[src/rtl/chunk_serial_adder.sv]
// chunk_serial_adder
//   Multi-cycle adder/subtractor. Adds (sub=0: a+b+ci) or subtracts
//   (sub=1: a+~b+1) two WIDTH-bit operands CHUNK bits per clock, keeping the
//   inter-chunk carry in a register. Operands are taken on an in_valid/in_ready
//   handshake and the result is offered on an out_valid/out_ready handshake.
//   Latency from the accept edge to out_valid is NCH = WIDTH/CHUNK cycles.
//
// Ports
//   clk, rst        clock, synchronous active-high reset
//   a, b, ci, sub   operands, carry-in (add only), subtract select
//   in_valid        operands valid
//   in_ready        block idle and able to accept (decoded from state)
//   S, cout, ovf    result, MSB carry-out, two's-complement overflow
//   out_valid       result valid, held until out_ready
//   out_ready       consumer takes the result
module chunk_serial_adder #(
   parameter int WIDTH = 16,
   parameter int CHUNK = 4
) (
   input  logic             clk,
   input  logic             rst,
   input  logic [WIDTH-1:0] a,
   input  logic [WIDTH-1:0] b,
   input  logic             ci,
   input  logic             sub,
   input  logic             in_valid,
   output logic             in_ready,
   output logic [WIDTH-1:0] S,
   output logic             cout,
   output logic             ovf,
   output logic             out_valid,
   input  logic             out_ready
);

   localparam int NCH = WIDTH / CHUNK;
   localparam int KW  = (NCH > 1) ? $clog2(NCH) : 1;
   localparam logic [KW-1:0] KLAST = KW'(NCH - 1);

   typedef enum logic [1:0] {IDLE, RUN, DONE} state_t;

   state_t           state_q;
   logic [WIDTH-1:0] a_q, b_q, s_q;
   logic             carry_q, cout_q, ovf_q, out_valid_q;
   logic [KW-1:0]    k_q;

   // Current chunk arithmetic
   logic [CHUNK-1:0] ach_d, bch_d;
   logic [CHUNK:0]   sum_d;
   logic             cmsb_d;

   always_comb begin
      ach_d  = a_q[k_q*CHUNK +: CHUNK];
      bch_d  = b_q[k_q*CHUNK +: CHUNK];
      sum_d  = {1'b0, ach_d} + {1'b0, bch_d} + {{CHUNK{1'b0}}, carry_q};
      // Carry into the chunk's top bit recovered from its sum bit:
      // sum = a ^ b ^ cin  =>  cin = a ^ b ^ sum.
      cmsb_d = ach_d[CHUNK-1] ^ bch_d[CHUNK-1] ^ sum_d[CHUNK-1];
   end

   always_ff @(posedge clk) begin
      if (rst) begin
         state_q     <= IDLE;
         a_q         <= '0;
         b_q         <= '0;
         s_q         <= '0;
         carry_q     <= 1'b0;
         cout_q      <= 1'b0;
         ovf_q       <= 1'b0;
         out_valid_q <= 1'b0;
         k_q         <= '0;
      end else begin
         case (state_q)
            IDLE: begin
               if (in_valid) begin
                  a_q     <= a;
                  b_q     <= sub ? ~b : b;
                  carry_q <= sub | ci;
                  s_q     <= '0;
                  k_q     <= '0;
                  state_q <= RUN;
               end
            end
            RUN: begin
               s_q[k_q*CHUNK +: CHUNK] <= sum_d[CHUNK-1:0];
               carry_q <= sum_d[CHUNK];
               k_q     <= k_q + KW'(1);
               if (k_q == KLAST) begin
                  cout_q      <= sum_d[CHUNK];
                  ovf_q       <= cmsb_d ^ sum_d[CHUNK];
                  out_valid_q <= 1'b1;
                  state_q     <= DONE;
               end
            end
            DONE: begin
               if (out_ready) begin
                  out_valid_q <= 1'b0;
                  state_q     <= IDLE;
               end
            end
            default: state_q <= IDLE;
         endcase
      end
   end

   assign in_ready  = (state_q == IDLE) & ~rst;
   assign S         = s_q;
   assign cout      = cout_q;
   assign ovf       = ovf_q;
   assign out_valid = out_valid_q;

endmodule

[config.mk]
export PLATFORM = sky130hd
export DESIGN_NAME = chunk_serial_adder
export DESIGN_NICKNAME = d
export VERILOG_FILES = /design/src/rtl/chunk_serial_adder.sv
export SDC_FILE = /design/constraint.sdc
export NUM_CORES = 1
export LEC_CHECK = 0
export BUFFER_PORTS_ARGS = -buffer_cell sky130_fd_sc_hd__buf_4
export CORE_MARGIN = 8
export CORE_UTILIZATION = 25
export CTS_CLUSTER_DIAMETER = 150
export DETAILED_ROUTE_END_ITERATION = 8
export HOLD_SLACK_MARGIN = 0.03
export SYNTH_ARGS = -nofsm -noshare
export SYNTH_HDL_FRONTEND = slang
export SYNTH_SLANG_ARGS = --single-unit
[constraint.sdc]
create_clock -name clk -period 3.35 [get_ports clk]
set_input_delay 1.005 -clock clk [delete_from_list [all_inputs] [get_ports clk]]
set_output_delay 1.005 -clock clk [all_outputs]
set_load 0.02 [all_outputs]
**Word level (Yosys, flattened, before mapping)**

Index checks and enable logic that the tools add are counted.

- Bits in registers: 56
- Latch bits: 0
- Bits in writable memories: 0
- Bits in read-only memories: 0
- Input port bits: 38
- Output and inout bits: 20
- Memories kept: 0

- Add/sub/neg operators: 4
- Multipliers: 0
- Divide/modulo/power cells: 0
- Order comparisons: 0
- Equal/unequal tests: 6
- Shift-type cells: 4
- Mux-type cells: 15
- Bitwise operators: 7
- Reductions and logical operators: 8

Operator list:

| operator | number |
|---|---|
| 4-bit negation with 34-bit output | 1 |
| 4-bit by 34-bit variable shift with 16-bit output (first input constant) | 1 |
| 4-bit by 34-bit indexed part select with 16-bit output | 1 |
| 16-bit 2-to-1 mux | 2 |
| 16-bit one-hot mux with 2 select lines | 1 |
| 16-bit by 5-bit indexed part select with 4-bit output | 2 |
| 16-bit bitwise mux | 1 |
| 16-bit NOT | 1 |
| 2-bit 2-to-1 mux | 4 |
| 2-bit inequality test (second input constant) | 3 |
| 2-bit one-hot mux with 3 select lines | 1 |
| 2-bit AND reduction | 3 |
| 3-bit AND reduction | 2 |
| 4-bit by 4-bit adder with 5-bit output | 1 |
| 5-bit by 1-bit adder with 5-bit output | 1 |
| 2-bit equality test (second input constant) | 2 |
| 1-bit one-hot mux with 2 select lines | 2 |
| 2-bit one-hot mux with 2 select lines | 1 |
| 2-bit nonzero test | 2 |
| 1-bit 2-to-1 mux | 3 |
| 1-bit XOR | 3 |
| 2-bit by 1-bit adder with 2-bit output (second input constant) | 1 |
| 2-bit by 1-bit equality test with 1-bit output (second input constant) | 1 |
| 2-bit logical NOT | 1 |
| other kinds (3) | 3 |

**Logic depth before layout (Yosys ltp)**

Gate-level depths: netlist (run 1).

- Word-level depth: 6
- Gate-level depth with buffers: 8

**Worst setup path before layout (run 1)**

Ideal clock, no wire load.

- Kind: register -> register
- Start: reg k_q[0]
- End: reg ovf_q (netlist: ovf)
- Library setup time: 0.091 ns
- Arrival: 2.732 ns
- Data required time: 3.259 ns
- Slack: 0.527 ns
- Stages on the path, launching flop included: 9
- Clock period less this slack: 2.823 ns
- Path through: dfxtp_1 -> buf_4 -> mux4_2 -> fa_1 -> fa_1 -> a21o_1 -> a21oi_1 -> xor2_1 -> a311oi_1

- Cells in the longest elaborated chain, start to end: 5

RTL lines:

| what | line | source |
|---|---|---|
| from (decl) | 44 | `logic [KW-1:0] k_q;` |
| from (signal assigned) | 86 | `k_q <= k_q + KW'(1);` |
| 16-bit by 5-bit indexed part select with 4-bit output, on equally long branches | 52, 53 |  |
| 4-bit by 4-bit adder with 5-bit output | 54 | `sum_d = {1'b0, ach_d} + {1'b0, bch_d} + {{CHUNK{1'b0}}, carry_q};` |
| 5-bit by 1-bit adder with 5-bit output | 54 |  |
| 1-bit XOR | 57 | `cmsb_d = ach_d[CHUNK-1] ^ bch_d[CHUNK-1] ^ sum_d[CHUNK-1];` |
| 1-bit XOR | 89 | `ovf_q <= cmsb_d ^ sum_d[CHUNK];` |
| to (signal assigned) | 89 |  |
| to (decl) | 43 | `logic carry_q, cout_q, ovf_q, out_valid_q;` |

Several ways; a longest one is shown, not always the timed one.
A chain may end at the register's enable or synchronous reset.

**Final worst setup path (run 1)**

Same ends and word-level chain as after synthesis.

==> results list, run 1 <==
* Global-route usage over all layers: 9.08%
- Power comes to 1.52 mW.
* Share of the synthesized netlist area taken by xor and xnor gates: 5.64%
- After detailed routing, the average wire length per cell comes to 14.1 um.
- Of the post-synthesis cell area, the dominant cell type holds 40.1%.
* Die extent in x: 122 um
- The clock net in this run drives a total of 56 sinks.
- OpenSTA, run right after detailed placement, puts the worst setup slack at 377 ps.
* Final clock skew: 14.7 ps
- From bottom edge to top edge, the die measures 122 um.
- Summed over all layers, the global routing overflow is 0.
* Clock-pin slew reported for the worst setup and hold paths after clock tree synthesis: 100 ps
* Antenna Nets Post-Route: 0
- TNS Setup: 0 ps
- Setup repair after global routing left no endpoint under its margin.
- Area fraction in compound gates after synthesis: 19.5%
* F_max: 338 MHz
* Clock buffers created by TritonCTS: 5
* Top flip-flop cell by instance count after synthesis: sky130_fd_sc_hd__dfxtp_1
- Largest net degree at the start of global routing: 57
- Initial core utilization: 25.7%
- Outcome: completed
- Number of global-route vias before repair: 2156
- For this design the static power due to leakage is 1.30 nW.
* Count of max-cap constraint violations: 0
- Synthesis produced 278 cells.
* Number of distinct library cells after synthesis: 42
* Area inside the core boundary: 0.0109 mm2
- The critical path in this run is classified as reg2reg.
* # rows: 38
- Hold Slack: 461 ps
- Summed instance area of the synthesized netlist: 0.00280 mm2
- Dividing the final minimum period by the clock period gives 88.4%.
* Final critical-path setup slack: 389 ps
- Crit Path Max Fanout: 8
- Clock tree synthesis selected as its root buffer the cell sky130_fd_sc_hd__clkbuf_8.
* Signal arrival time at the worst endpoint: 3180 ps
- Overall via count from detail_route: 2095
* Area grow syn2layout: 20.9%
- At the end of the flow, the number of nets in the layout was 373.
- Portion of netlist area occupied by mux cells: 6.80%
- Worst Max-Slew Pin Slew: 683 ps
* Mean cell area of the mapped netlist: 10.1 um2
- The H-tree was split into 2 levels.
- For the worst-skew pair, the clock arrives at the later sink with an insertion delay of 310 ps.
* Initial antenna violation count: 0
- Cell type with the highest aggregate area in the netlist: sky130_fd_sc_hd__dfxtp_1
* Startpoint kind of the worst setup timing path: flop
- IR analysis of the VDD net gives a maximum drop of 0.000204 V.
* Adder-Cell Fraction of Synth Area: 4.57%
- Post-CTS setup-driven buffer insertion count: 0
- Routability-driven placement finished with a final weighted congestion of 0.803.
* Drt pass-1 iters: 4
- Final Critical Period: 2960 ps
* Clock buffer depth: 2
* Clock tree from TritonCTS: built
- Counting flops with a built-in enable in the synthesized netlist gives 0.
- Post_cts resized: 0
- After synthesis, the largest family of logic cells by area is compound AO/OA/AOI/OAI gates.
* Post-synthesis sequential area ratio: 40.1%
* Number of buffers inserted by port buffering: 57
* Antenna cell count: 0
* Worst setup EP type: flop
* Main area contributors after synthesis: sky130_fd_sc_hd__dfxtp_1 (40%), sky130_fd_sc_hd__a211oi_2 (7.2%), sky130_fd_sc_hd__mux4_2 (6.4%)
* Setup violation total in the final timing report: 0
- Vias per std cell: 4.50
* Fraction of registers with async set or reset after synthesis: 0%
- In this run the power density over the cells is 449 mW/mm2.
- Worst slew margin: 54.4%
- Most numerous cell types in the synthesized netlist: sky130_fd_sc_hd__dfxtp_1 (56), sky130_fd_sc_hd__nand2_1 (41), sky130_fd_sc_hd__nor2_1 (37), sky130_fd_sc_hd__a21oi_1 (25)
* First-pass GRT wire length: 10800 um
- The final count of hold timing violations is 0.
- Area fraction in and, or, nand and nor cells after synthesis: 16.8%
* Die area: 0.0148 mm2
- Cells fill 31.1% of the core in the end.
- Synthesized flop and latch total: 56
- Post-detail-place hpwl: 4910 um
- During synthesis, Yosys emitted a total of 0 warnings.
- For this design, the CTS-stage hold fixing added 0 buffers.
- The min-delay analysis places its worst path in the category reg2reg.
- Cells with a size suffix above 1 make up 31.6% of the layout.
* Post-Syn Nets: 325
- The first routing iteration left 142 violations.
- Most instantiated library cell after synthesis: sky130_fd_sc_hd__dfxtp_1
* Routed WL: 6570 um
- After detailed routing, the number of remaining DRC violations is 0.
- For the worst setup path, the data required time is 3570 ps.
- Max-slew violations: 0
- Top-level port count: 58
-- power breakdown --
part	leakage [nW]	switching (mW)	internal (mW)
combinational	0.779	0.153	0.131
clock	0.0642	0.212	0.294
sequential	0.458	0.0270	0.702
total	1.30	0.392	1.13
-- critical path, cell delays in order (launching register included) --
cell and delay, ps:
sky130_fd_sc_hd__dfxtp_1 610, sky130_fd_sc_hd__mux4_2 580, sky130_fd_sc_hd__fa_1 440, sky130_fd_sc_hd__fa_1 420, sky130_fd_sc_hd__a21o_1 190, sky130_fd_sc_hd__a21oi_1 250
sky130_fd_sc_hd__xor2_1 110, sky130_fd_sc_hd__a311oi_1 270
-- layout by cell type, fill, tap and decap left out --
cell,instances
sky130_fd_sc_hd__a21oi_1,25
sky130_fd_sc_hd__nand2b_1,1
sky130_fd_sc_hd__nor3b_1,1
sky130_fd_sc_hd__fa_1,2
sky130_fd_sc_hd__buf_4,61
sky130_fd_sc_hd__o21bai_1,1
sky130_fd_sc_hd__xnor2_1,16
sky130_fd_sc_hd__mux2i_1,1
sky130_fd_sc_hd__nor2_1,37
sky130_fd_sc_hd__a32oi_1,4
sky130_fd_sc_hd__nand2_1,41
sky130_fd_sc_hd__or3b_2,1
sky130_fd_sc_hd__bufinv_16,2
sky130_fd_sc_hd__a211oi_2,16
sky130_fd_sc_hd__nor4b_4,1
sky130_fd_sc_hd__and4bb_2,1
sky130_fd_sc_hd__nand2_2,1
sky130_fd_sc_hd__ha_1,7
sky130_fd_sc_hd__xor2_1,2
sky130_fd_sc_hd__clkbuf_8,5
sky130_fd_sc_hd__nand2b_4,2
sky130_fd_sc_hd__nand3_1,1
sky130_fd_sc_hd__a211oi_1,1
sky130_fd_sc_hd__nor3b_4,1
sky130_fd_sc_hd__mux4_2,8
sky130_fd_sc_hd__and3b_2,1
sky130_fd_sc_hd__a22oi_1,12
sky130_fd_sc_hd__o21ai_0,1
sky130_fd_sc_hd__and3_1,1
sky130_fd_sc_hd__nor3_1,2
sky130_fd_sc_hd__dfxtp_1,56
sky130_fd_sc_hd__inv_1,2
sky130_fd_sc_hd__nor4_4,1
sky130_fd_sc_hd__o22a_2,1
sky130_fd_sc_hd__nor2b_1,2
sky130_fd_sc_hd__o21ba_2,1
sky130_fd_sc_hd__a21o_1,5
sky130_fd_sc_hd__a311oi_1,2
-- path summary, 6_finish.rpt --
check / startpoint / to / slack (ps) / depth (start not counted)
max: k_q[0] / ovf / 390 / 7
min: a_q[12] / a_q[12] / 460 / 2
max reg2reg: k_q[0] / ovf / 390 / 7
min reg2reg: a_q[12] / a_q[12] / 460 / 2
-- layout make-up --
class,instances,area (um2)
Fill cell,1138,7510
Multi-Input combinational cell,200,1490
Sequential cell,56,1120
Timing Repair Buffer,61,458
Tap cell,140,175
Clock buffer,5,68.8
Clock inverter,2,60.1
Inverter,2,7.51
-- cells by family (layout without fill, tap and decap cells) --
kind of cell / Yosys count / count (layout)
compound gates: 69 / 69
xor+xnor: 18 / 18
fa+ha+maj: 9 / 9
buf+inv: 22 / 70
flops: 56 / 56
mux: 9 / 9
simple gates: 95 / 95
-- through the flow --
stage                     std cells  instance area, um2
after floorplan                 278                2800
after global placement          459                3250
after detailed placement        459                3250
after CTS                       466                3380
after global routing            466                3380
final                           466                3380
-- registers in the layout, summed over array words and instances (netlist names) --
register and count:
ovf 1, state_q 2, carry_q 1, k_q 2, S 16, cout 1
out_valid 1, b_q 16, a_q 16
-- routing by layer --
metal	part of all wire, %	track usage (%)
met1	48	12.0
met5	0	0
met3	5.2	2.13
met4	1.5	3.47
met2	45	14.0
No activity file was read; power rests on OpenSTA's default activity.
==> run 2: changes to the inputs <==
--- a/config.mk
+++ b/config.mk
@@ -6,6 +6,7 @@
 export NUM_CORES = 1
 export LEC_CHECK = 0
 export BUFFER_PORTS_ARGS = -buffer_cell sky130_fd_sc_hd__buf_4
+export CORE_ASPECT_RATIO = 1.4
 export CORE_MARGIN = 8
 export CORE_UTILIZATION = 25
 export CTS_CLUSTER_DIAMETER = 150
==> run 2 against run 1 <==
Effect of this change:
- final cell count rose by 0.64%
- global-route usage rose by 0.18 points
- count of clock-buffer cells in the layout rose by 1
- combinational power rose by 1%
- core utilization rose by 0.59 points
- first-iteration DRC count rose by 14%
- clock skew fell by 5.3 ps
- worst hold slack got worse by 3.8 ps
==> results list, run 2 (same netlist as run 1, synthesis figures left out) <==
- Post-detail-place hpwl: 5130 um (was 4910 um)
* Placed insts: 461 (was 459)
- Clock tree from TritonCTS: built (unchanged)
- RSZ-0062 raised after global routing: no (unchanged).
* Hold depth: 2 (unchanged)
- Die extent in x: 105 um (was 122 um)
* Overall via count from detail_route: 2092 (was 2095)
* R2R setup slack: 630 ps (was 390 ps)
- Final hold vios: 0 (unchanged)
- Final nets: 374 (was 373)
* Post-CTS setup-driven buffer insertion count: 0 (unchanged)
- The wire length of the first global-routing pass was 11100 um (was 10800 um).
- Die Y: 141 um (was 122 um)
- The leading cell type in the layout, fill and taps excluded is sky130_fd_sc_hd__buf_4 (unchanged).
* Die area: 0.0149 mm2 (was 0.0148 mm2)
- The endpoint of the worst register-to-register path was ovf (unchanged).
- Hold Buf Count CTS: 0 (unchanged)
* Required time at the endpoint of the critical path: 3560 ps (was 3570 ps)
- The class of the tightest hold or removal check was reg2reg (unchanged).
- Top-level port count: 58 (unchanged)
- The maximum buffer depth of the clock tree came to 2 (unchanged).
- The count of endpoints failing setup in the final report was 0 (unchanged).
- Final Instance Count excl. Fillers: 469 (was 466)
- Largest net degree at the start of global routing: 57 (unchanged)
* Final clock skew: 9.38 ps (was 14.7 ps)
- Vias per std cell: 4.46 (was 4.50)
- The power per cell area was 473 mW/mm2 (was 449 mW/mm2).
* Number of DRC violations after detailed-routing iteration 0: 162 (was 142)
* Clock-pin slew reported for the worst setup and hold paths after clock tree synthesis: 70 ps (was 100 ps)
- The critical-path maximum fanout is 4 (was 8).
* Count of H-tree levels built during CTS: 2 (unchanged)
- The setup TNS was 0 ps (unchanged).
- The number of inserted diodes came to 0 (unchanged).
- The fraction of final layout cells sized beyond drive strength 1 is 32.0% (was 31.6%).
- The maximum operating frequency was 368 MHz (was 338 MHz).
* Final Critical Period: 2720 ps (was 2960 ps)
- The total length of routed wires came to 6760 um (was 6570 um).
- Number of global-route vias before repair: 2184 (was 2156)
* Area grow syn2layout: 23.0% (was 20.9%)
- Static power due to leakage: 1.33 nW (was 1.30 nW)
* Worst setup EP type: flop (unchanged)
- Clock buffers created by TritonCTS: 5 (unchanged)
* Final worst path period share: 81.1% (was 88.4%)
- The start point of the worst min-delay path is a_q[6] (was a_q[12]).
* Routed wirelength normalized by instance count: 14.4 um (was 14.1 um)
* Startpoint of the most critical register-to-register path: k_q[0] (unchanged)
- R2R depth: 7 (unchanged)
* Initial antenna violation count: 0 (unchanged)
* Worst hold path endpoint: a_q[6] (was a_q[12])
- The post-layout total power is 1.63 mW (was 1.52 mW).
* Post_cts resized: 0 (unchanged)
* Outcome: completed (unchanged)
* Worst Max-Slew Pin Slew: 655 ps (was 683 ps)
- The starting density of the core came to 25.7% (about the same).
- # rows: 45 (was 38)
* Drt pass-1 iters: 4 (unchanged)
- The global-route congestion overflow total is 0 (unchanged).
- Number of buffers inserted by port buffering: 57 (unchanged)
* Count of max-cap constraint violations: 0 (unchanged)
- Worst slew margin: 56.3% (was 54.4%)
- Count of unresolved DRC violations after routing: 0 (unchanged)
- The clock network latency to the later pin of the worst-skew pair was 300 ps (was 310 ps).
- The data arrival time of the critical path came to 2930 ps (was 3180 ps).
* Peak ir drop on the vdd network: 0.000239 V (was 0.000204 V)
* Clock root buffer: sky130_fd_sc_hd__clkbuf_16 (was sky130_fd_sc_hd__clkbuf_8)
- GPL Wtd Cong: 0.822 (was 0.803)
* Startpoint kind of the worst setup timing path: flop (unchanged)
* Leading cell types in the layout, fill and taps excluded: sky130_fd_sc_hd__buf_4 (62), sky130_fd_sc_hd__dfxtp_1 (56), sky130_fd_sc_hd__nand2_1 (41) (was sky130_fd_sc_hd__buf_4 (61), sky130_fd_sc_hd__dfxtp_1 (56), sky130_fd_sc_hd__nand2_1 (41))
* Max-slew violations: 0 (unchanged)
- Global-route usage over all layers: 9.26% (was 9.08%)
- The area of the core came to 0.0109 mm2 (about the same).
- The remaining antenna violation count after routing came to 0 (unchanged).
* Sink count of the clock tree: 56 (unchanged)
- CP Class: reg2reg (unchanged)
run 2: cell count changes in the layout (fill, tap and decap cells not counted):
cell                        previous run  this run
sky130_fd_sc_hd__clkbuf_16             0         5
sky130_fd_sc_hd__clkbuf_8              5         1
sky130_fd_sc_hd__buf_4                61        62
sky130_fd_sc_hd__bufinv_16             2         1
sky130_fd_sc_hd__clkinv_4              0         1
run 2: cell type report:
| class | instances | area (um2) |
|---|---|---|
| Clock inverter | 2 | 38.8 |
| Timing Repair Buffer | 62 | 465 |
| Fill cell | 1131 | 7430 |
| Inverter | 2 | 7.51 |
| Clock buffer | 6 | 139 |
| Tap cell | 141 | 176 |
| Multi-Input combinational cell | 200 | 1490 |
| Sequential cell | 56 | 1120 |
run 2: per-stage QoR:
stage / cell area, um2 / hold slack [ps] / utilization (%) / worst slack, ps
after floorplan: 2800 / 433 / - / 527
after global placement: 3260 / 443 / 30.0 / 681
after detailed placement: 3260 / 448 / 30.0 / 639
after CTS: 3440 / 459 / 31.6 / 626
after global routing: 3440 / 478 / 31.6 / 467
final: 3440 / 457 / 31.6 / 633
run 2: worst max-delay path, cell delays in order, from the launching register on:
cell and delay [ps]:
sky130_fd_sc_hd__dfxtp_1 410, sky130_fd_sc_hd__mux4_2 540, sky130_fd_sc_hd__fa_1 460, sky130_fd_sc_hd__fa_1 420
sky130_fd_sc_hd__a21o_1 190, sky130_fd_sc_hd__a21oi_1 250, sky130_fd_sc_hd__xor2_1 100, sky130_fd_sc_hd__a311oi_1 260
run 2: per-layer routing:
layer / up-vias / track usage (%) / routed length (um)
met3: 10 / 2.87 / 310
li1: 1073 / - / -
met1: 964 / 11.0 / 2920
met2: 45 / 15.3 / 3400
met4: 0 / 3.32 / 125
met5: - / 0 / 0
run 2: worst max-delay path by stage:
stage          startpoint   to  slack [ps]  cells past startpoint
6_report           k_q[0]  ovf         630                      7
2_1_floorplan      k_q[0]  ovf         530                      8
3_3_place_gp       k_q[0]  ovf         680                      7
5_1_grt            k_q[0]  ovf         470                      7
4_1_cts            k_q[0]  ovf         630                      7
3_5_place_dp       k_q[0]  ovf         640                      7
run 2: power breakdown:
part	total, mW	switching, mW	internal, mW
sequential	0.727	0.0250	0.702
clock	0.613	0.238	0.375
combinational	0.288	0.156	0.133
